`src/rtl/bp_pkg.sv`:
```
// Shared constants and types for the branch-prediction controller:
// compare-unit branch types, 2-bit counter encodings and the FSM state.
package bp_pkg;

    localparam logic [1:0] BR_EQ = 2'd0;
    localparam logic [1:0] BR_NE = 2'd1;
    localparam logic [1:0] BR_LT = 2'd2;
    localparam logic [1:0] BR_LE = 2'd3;

    localparam logic [1:0] SNT = 2'd0;
    localparam logic [1:0] WNT = 2'd1;
    localparam logic [1:0] WT  = 2'd2;
    localparam logic [1:0] ST  = 2'd3;

    typedef enum logic {
        IDLE  = 1'b0,
        FLUSH = 1'b1
    } bp_state_t;

endpackage

```
`src/rtl/sat_ctr2.sv`:
```
// Combinational next value of a 2-bit saturating predictor counter:
// moves toward ST when taken, toward SNT when not taken, never wraps.
module sat_ctr2
    import bp_pkg::*;
(
    input  logic [1:0] ctr,
    input  logic       taken,
    output logic [1:0] nxt
);

    always_comb begin
        if (taken) begin
            nxt = (ctr == ST) ? ST : ctr + 2'd1;
        end else begin
            nxt = (ctr == SNT) ? SNT : ctr - 2'd1;
        end
    end

endmodule

```
`src/rtl/branch_predict_ctrl.sv`:
```
// Dynamic branch predictor: 2-bit BHT looked up at fetch, trained by the
// EX-stage branch outcome, with a flush/redirect sequencer on mispredict.
module branch_predict_ctrl
    import bp_pkg::*;
#(
    parameter int         IDX_W        = 4,
    parameter logic [1:0] INIT_CTR     = 2'b01,
    parameter int         FLUSH_CYCLES = 2
) (
    input  logic        clk,
    input  logic        rst_n,
    input  logic [31:0] if_pc,
    output logic        pred_taken,
    input  logic        ex_valid,
    input  logic        ex_is_branch,
    input  logic [1:0]  ex_br_type,
    input  logic [31:0] ex_pc,
    input  logic        ex_pred_taken,
    input  logic [31:0] ex_target,
    output logic [1:0]  op_compare,
    input  logic        cp_result,
    output logic        flush,
    output logic        redirect_valid,
    output logic [31:0] redirect_pc,
    output logic [15:0] br_count,
    output logic [15:0] miss_count
);

    localparam int         ENTRIES   = 1 << IDX_W;
    localparam logic [1:0] FCNT_INIT = 2'(FLUSH_CYCLES - 1);

    logic [1:0]       bht [ENTRIES];
    logic [IDX_W-1:0] if_idx;
    logic [IDX_W-1:0] ex_idx;
    logic [1:0]       ctr_nxt;
    logic             res;
    logic             mispredict;
    bp_state_t        state, state_nxt;
    logic [1:0]       fcnt, fcnt_nxt;

    // Only the word-index bits of the fetch PC address the table.
    logic unused_if_pc_bits;
    assign unused_if_pc_bits = ^{if_pc[31:IDX_W+2], if_pc[1:0]};

    assign if_idx     = if_pc[IDX_W+1:2];
    assign ex_idx     = ex_pc[IDX_W+1:2];
    assign pred_taken = bht[if_idx][1];
    assign op_compare = ex_br_type;

    assign res        = ex_valid & ex_is_branch & (state == IDLE);
    assign mispredict = res & (cp_result != ex_pred_taken);
    assign flush      = (state == FLUSH);

    sat_ctr2 u_sat_ctr2 (
        .ctr   (bht[ex_idx]),
        .taken (cp_result),
        .nxt   (ctr_nxt)
    );

    // NOTE: the BHT is a flop array rather than a RAM so reset can load every entry.
    always_ff @(posedge clk) begin
        if (!rst_n) begin
            for (int i = 0; i < ENTRIES; i++) begin
                bht[i] <= INIT_CTR;
            end
        end else if (res) begin
            bht[ex_idx] <= ctr_nxt;
        end
    end

    // NOTE: defaults first keep every path assigned, so no latch is inferred.
    always_comb begin
        state_nxt = state;
        fcnt_nxt  = fcnt;
        case (state)
            IDLE: begin
                if (mispredict) begin
                    state_nxt = FLUSH;
                    fcnt_nxt  = FCNT_INIT;
                end
            end
            FLUSH: begin
                if (fcnt == 2'd0) begin
                    state_nxt = IDLE;
                end else begin
                    fcnt_nxt = fcnt - 2'd1;
                end
            end
            default: state_nxt = IDLE;
        endcase
    end

    // NOTE: state registers use non-blocking assignment so all flops sample together.
    always_ff @(posedge clk) begin
        if (!rst_n) begin
            state          <= IDLE;
            fcnt           <= 2'd0;
            redirect_valid <= 1'b0;
            redirect_pc    <= 32'd0;
        end else begin
            state          <= state_nxt;
            fcnt           <= fcnt_nxt;
            redirect_valid <= mispredict;
            if (mispredict) begin
                redirect_pc <= cp_result ? ex_target : ex_pc + 32'd4;
            end
        end
    end

    // Performance counters stick at all-ones instead of wrapping.
    always_ff @(posedge clk) begin
        if (!rst_n) begin
            br_count   <= 16'd0;
            miss_count <= 16'd0;
        end else begin
            if (res && br_count != 16'hFFFF) begin
                br_count <= br_count + 16'd1;
            end
            if (mispredict && miss_count != 16'hFFFF) begin
                miss_count <= miss_count + 16'd1;
            end
        end
    end

endmodule
```
`config.mk`:
```
export PLATFORM = sky130hd
export DESIGN_NAME = branch_predict_ctrl
export DESIGN_NICKNAME = d
export VERILOG_FILES = /design/src/rtl/bp_pkg.sv /design/src/rtl/sat_ctr2.sv /design/src/rtl/branch_predict_ctrl.sv
export SDC_FILE = /design/constraint.sdc
export NUM_CORES = 1
export LEC_CHECK = 0
export BUFFER_PORTS_ARGS = -buffer_cell sky130_fd_sc_hd__clkbuf_2
export CAP_MARGIN = 20
export CORE_UTILIZATION = 51
export CTS_BUF_LIST = sky130_fd_sc_hd__clkbuf_4 sky130_fd_sc_hd__clkbuf_8 sky130_fd_sc_hd__clkbuf_16
export DETAILED_ROUTE_END_ITERATION = 6
export MAX_ROUTING_LAYER = met4
export PLACE_DENSITY = 0.8
export SYNTH_ARGS = -nofsm -noshare
export SYNTH_HDL_FRONTEND = slang
export SYNTH_SLANG_ARGS = --single-unit
```
`constraint.sdc`:
```
create_clock -name clk -period 2.9 [get_ports clk]
set_input_delay 0.58 -clock clk [delete_from_list [all_inputs] [get_ports clk]]
set_output_delay 0.58 -clock clk [all_outputs]
set_load 0.02 [all_outputs]
```
After elaboration in Yosys (flattened, before gate mapping)
Memories as Yosys holds them, arrays and structs flattened.
Cells that the tools add are included.
Word-level totals
  register bits: 68
  memory bits (writable): 32
  logic and storage cells: 46
  memories kept: 1
Cells by class
  add/sub/neg operators: 6
  equality and inequality tests: 6
  muxes and demuxes: 17
  bitwise logic cells: 4
  reduce and logical (&&, ||, !) cells: 6
Memories
  bht: depth 16, bits a word 2, read ports 2, clocked after memory_dff 0, wr ports 16, line branch_predict_ctrl.sv:32  | logic [1:0] bht [ENTRIES];
Operators with widths (number)
  $add A16 B1 Y16 const B: 2
  $add A32 B3 Y32 const B: 1
  $mux W32: 1
  $ne A16 B16 Y1 const B: 2
  $mux W2: 6
  $mux W1: 7
  $logic_not A2 Y1: 2
  $mux W4: 1
  $ne A2 B2 Y1 const B: 2
  $pmux W2 S2: 1
  $sub A2 B1 Y2 const B: 2
  $and A1 B1 Y1: 3
  $add A2 B1 Y2 const B: 1
  $eq A2 B2 Y1 const B: 1
  $logic_and A1 B1 Y1: 2
  $pmux W1 S2: 1
  $reduce_and A2 Y1: 1
  $reduce_or A2 Y1: 1
  $ne A1 B1 Y1: 1
  $not A1 Y1: 1

Logic depth before layout (Yosys ltp)
  depth after elaboration: 7
  mapped depth: 8
  depth with buffers taken out: 6

Hierarchy
A second synthesis with hierarchy kept.
Second synthesis, totals
  cell total of the unflattened synthesis: 604
  area, all modules: 5625.4 µm²
Modules (own cells, without submodules)
  branch_predict_ctrl: instances 1, cells an instance 601, area each 5599.1 µm²
  sat_ctr2: instances 1, cells an instance 3, area each 26.3 µm²

Worst setup path after synthesis
Ideal clock, no wire load.
  path kind: input -> register
  start point: in ex_pc[2]
  end point: mem bht[0][0], data pin
  setup time: 0.282 ns
  arrival: 1.996 ns
  setup slack: 0.622 ns
  cell stages on the path: 7
  cell sequence: buf_6 > mux4_2 > a22o_1 > nor2_2 > maj3_2 > buf_4 > nand3_1
RTL lines
  from (decl): line branch_predict_ctrl.sv:17  | input logic [31:0] ex_pc,
  to (decl): line branch_predict_ctrl.sv:32

Worst setup path in the final report
  start point: in if_pc[2]
  end point: out pred_taken
On the way
  longest elaborated chain between the ends: 1
RTL lines
  from (decl): line branch_predict_ctrl.sv:12  | input logic [31:0] if_pc,
  $mem_v2 Z16 W2
  to (decl): line branch_predict_ctrl.sv:13  | output logic pred_taken,
No other way between the ends.

==> results_dict.tcl <==
set metrics [dict create \
    status "finished clean" \
    grt-ovfl-total 0 \
    drt_wl_total_um 14200 \
    drt_iter0_drc 323 \
    drv_slew 0 \
    vias 5130 \
    dr.pass1.iters 5 \
    fp.dieW_um 105 \
    finalHoldViolCount 0 \
    port_buffers 140 \
    place_inst 854 \
    finalCriticalPeriod_ns 2.56 \
    pin_count 173 \
    max-vdd-ir-drop_mv 0.271 \
    yosysSeqAreaShare_pct 43.1 \
    rsz0062_at_grt "false" \
    ys_seq_elements 100 \
    finalCritPeriodShare_pct 88.2 \
    grt_pass1_vias 4777 \
    dieArea_um2 11000 \
    nets 841 \
    whs_ns 0.458 \
    area_delta_synth_final_pct 18.2 \
    synth.distinct_cells 52 \
    max_cap_violations 0 \
    p_seq_share_pct 54.8 \
    swShare_pct 27.7 \
    hpwl_um 10500 \
    worstSetupStartpointType "input pin" \
    p_comb_share_pct 14.2 \
    antenna_cells 0 \
    synth_edf_count 32 \
    clock_skew_ns 0.0166 \
    tightest_slew_ns 0.753 \
    async_flop_share_pct 0 \
    rows 37 \
    synth_top_area_share_pct 25.2 \
    yosys_warnings 0 \
    setup_tns_ns 0 \
    syn_nets 714 \
    critPathArrivalTime_ns 1.98 \
    clockBufferDepth 2 \
    worstSkewPairLatency_ns 0.37 \
    critPathBufInv 2 \
    die_h_um 105 \
    syn_inst 603 \
    p_switching_mw 0.757 \
    max_freq_mhz 391 \
    cpPeakStageDelay_ns 0.55 \
    powerDensity_nw_per_um2 429 \
    worstSetupPathType "in -> out" \
    grt_use_met2_pct 44.0 \
    critPathSlowestCell "mux4_2" \
    setup_viol 0 \
    min_path_type "reg -> reg" \
    netlist_area_um2 5390 \
    synth.area.top_cells "dfxtp_1 (25%), edfxtp_1 (18%), mux4_2 (5.4%), nand2_1 (5.4%), nand3_1 (4.4%)" \
    maxSlewHeadroom_pct 49.4 \
    path_cells "clkbuf_2 > mux4_2 > mux4_2 > clkbuf_2" \
    grt_pass1_wl_um 22600 \
    pwr-share-clk_pct 31.0 \
    wl_per_cell_um 16.3 \
    cts_made_buffers 9 \
    initial_core_util_pct 52.5 \
    drive_gt1_share_pct 26.4 \
    use_met1_pct 32.6 \
    grt_max_degree 41 \
    design.core.area_um2 10300 \
    critPathTopFamily "multiplexers" \
    busiest_layer "met2" \
    viasPerCell 5.89 \
    critPathRequiredTime_ns 2.32 \
    root_buffer "clkbuf_8" \
    drc 0 \
    postRouteAntennaNets 0 \
    htreeDepth 3 \
    p_leak_nw 2.51 \
    avgSynthCellArea_um2 8.95 \
    yosys.area.top_type "dfxtp_1" \
    grtUsageMet3_pct 3.56 \
    gp_congestion 0.901 \
    ctsResizeCount 0 \
    clkTransAtPathRegs_ns 0.09 \
    hold_buffers 0 \
    intPower_mw 1.98 \
    p_total_mw 2.74 \
    cts_tree "done" \
    antenna_found_initial 0 \
    ys.flop_type "dfxtp_1" \
    worst-path-max-fanout 4 \
    clkSinkCount 100 \
    cts_setup_buffers 0 \
    final_cells 871 \
    grt_usage_pct 26.6 \
    cp-end-kind "primary output" \
]
-- through the flow --
stage | util [%] | setup WS [ns] | cell area (um^2)
2_1_floorplan | - | 0.622 | 5390
3_3_place_gp | 60.3 | 0.277 | 6190
3_5_place_dp | 60.3 | 0.197 | 6190
4_1_cts | 62.0 | 0.339 | 6370
5_1_grt | 62.0 | 0.313 | 6380
6_report | 62.0 | 0.342 | 6380
-- cell type report --
type	instances	area, um^2
fill	904	3900
multi-input combinational	445	2820
sequential	100	2320
timing repair buffer	157	826
tap	136	170
clock buffer	12	153
inverter	17	63.8
clock inverter	4	26.3
-- cells by family (layout without fill, tap and decap cells) --
kind of cell | count (synthesis) | in the layout | share of synthesized area [%]
xor+xnor | 39 | 39 | 6.33
buf+inv | 58 | 190 | 4.80
compound gates | 104 | 104 | 11.7
fa+ha+maj | 9 | 9 | 2.04
mux | 22 | 22 | 7.10
flops | 100 | 100 | 43.1
simple gates | 271 | 271 | 24.9
-- layer usage --
| metal | routed length [um] | vias to the layer above |
|---|---|---|
| met1 | 5920 | 2414 |
| met2 | 7090 | 231 |
| met5 | 0 | - |
| met4 | 386 | 0 |
| li1 | - | 2448 |
| met3 | 842 | 37 |
-- placed cells by master, fill, tap and decap left out, drive strengths merged, types with 3 or more instances in the layout --
cell type,netlist,routed
nand2b,3,3
o31ai,9,9
a21oi,29,29
clkbuf,25,153
o21ai,27,27
inv,17,17
buf,16,16
or4,4,4
nor3,7,7
a211oi,4,4
or3,10,10
clkinv,0,3
nor4,11,11
and3,18,18
mux4,13,13
edfxtp,32,32
nor2,58,58
dfxtp,68,68
o211ai,6,6
nand4,17,17
xnor2,17,17
nand3,47,47
and4,7,7
ha,7,7
mux2i,9,9
a31oi,9,9
nand2,78,78
xor2,22,22
o22ai,9,9
-- synth_stat cells (3+ instances only) --
master,number
buf_1,3
o22ai_1,9
or3_1,10
nor3_1,7
nand3_1,47
xnor2_1,17
dfxtp_1,68
mux4_2,13
buf_2,6
nand4_1,17
a21oi_1,29
o211ai_1,6
nor4_1,10
a211oi_1,4
or4_1,3
o21ai_0,27
nor2_1,57
and4_1,7
clkbuf_1,25
nand2_1,78
a31oi_1,9
ha_1,7
buf_4,5
xor2_1,22
edfxtp_1,32
o31ai_1,9
inv_1,17
and3_1,18
mux2i_1,9
-- final timing paths --
| kind | from | slack, ns | endpoint | cells past startpoint |
|---|---|---|---|---|
| setup / recovery | if_pc[2] | 0.34 | pred_taken | 4 |
| hold / removal | redirect_pc[4] | 0.46 | redirect_pc[4] | 2 |
| setup reg to reg | br_count[13] | 0.75 | br_count[3] | 5 |
| hold reg to reg | redirect_pc[4] | 0.46 | redirect_pc[4] | 2 |
-- registers in the layout, indices dropped and copies added (netlist names) --
name and count:
bht 32, redirect_pc 32, br_count 16, miss_count 16
fcnt 2, flush 1, redirect_valid 1
-- power by group through the flow --
| stage | Combinational, mW | Clock, mW | Sequential, mW |
|---|---|---|---|
| 3_3_place_gp | 0.375 | 0 | 1.53 |
| 5_1_grt | 0.420 | 0.912 | 1.50 |
| 3_5_place_dp | 0.384 | 0 | 1.53 |
| 6_report | 0.389 | 0.849 | 1.50 |
| 2_1_floorplan | 0.214 | 0 | 1.56 |
| 4_1_cts | 0.386 | 0.849 | 1.50 |
-- worst register-to-register path: stages, from the launching register on --
cell	delay (ns)
dfxtp_1	0.44
nand4_1	0.34
o31ai_1	0.76
clkbuf_2	0.30
xor2_1	0.15
nor2_1	0.05
No activity file was read; power rests on OpenSTA's default activity.
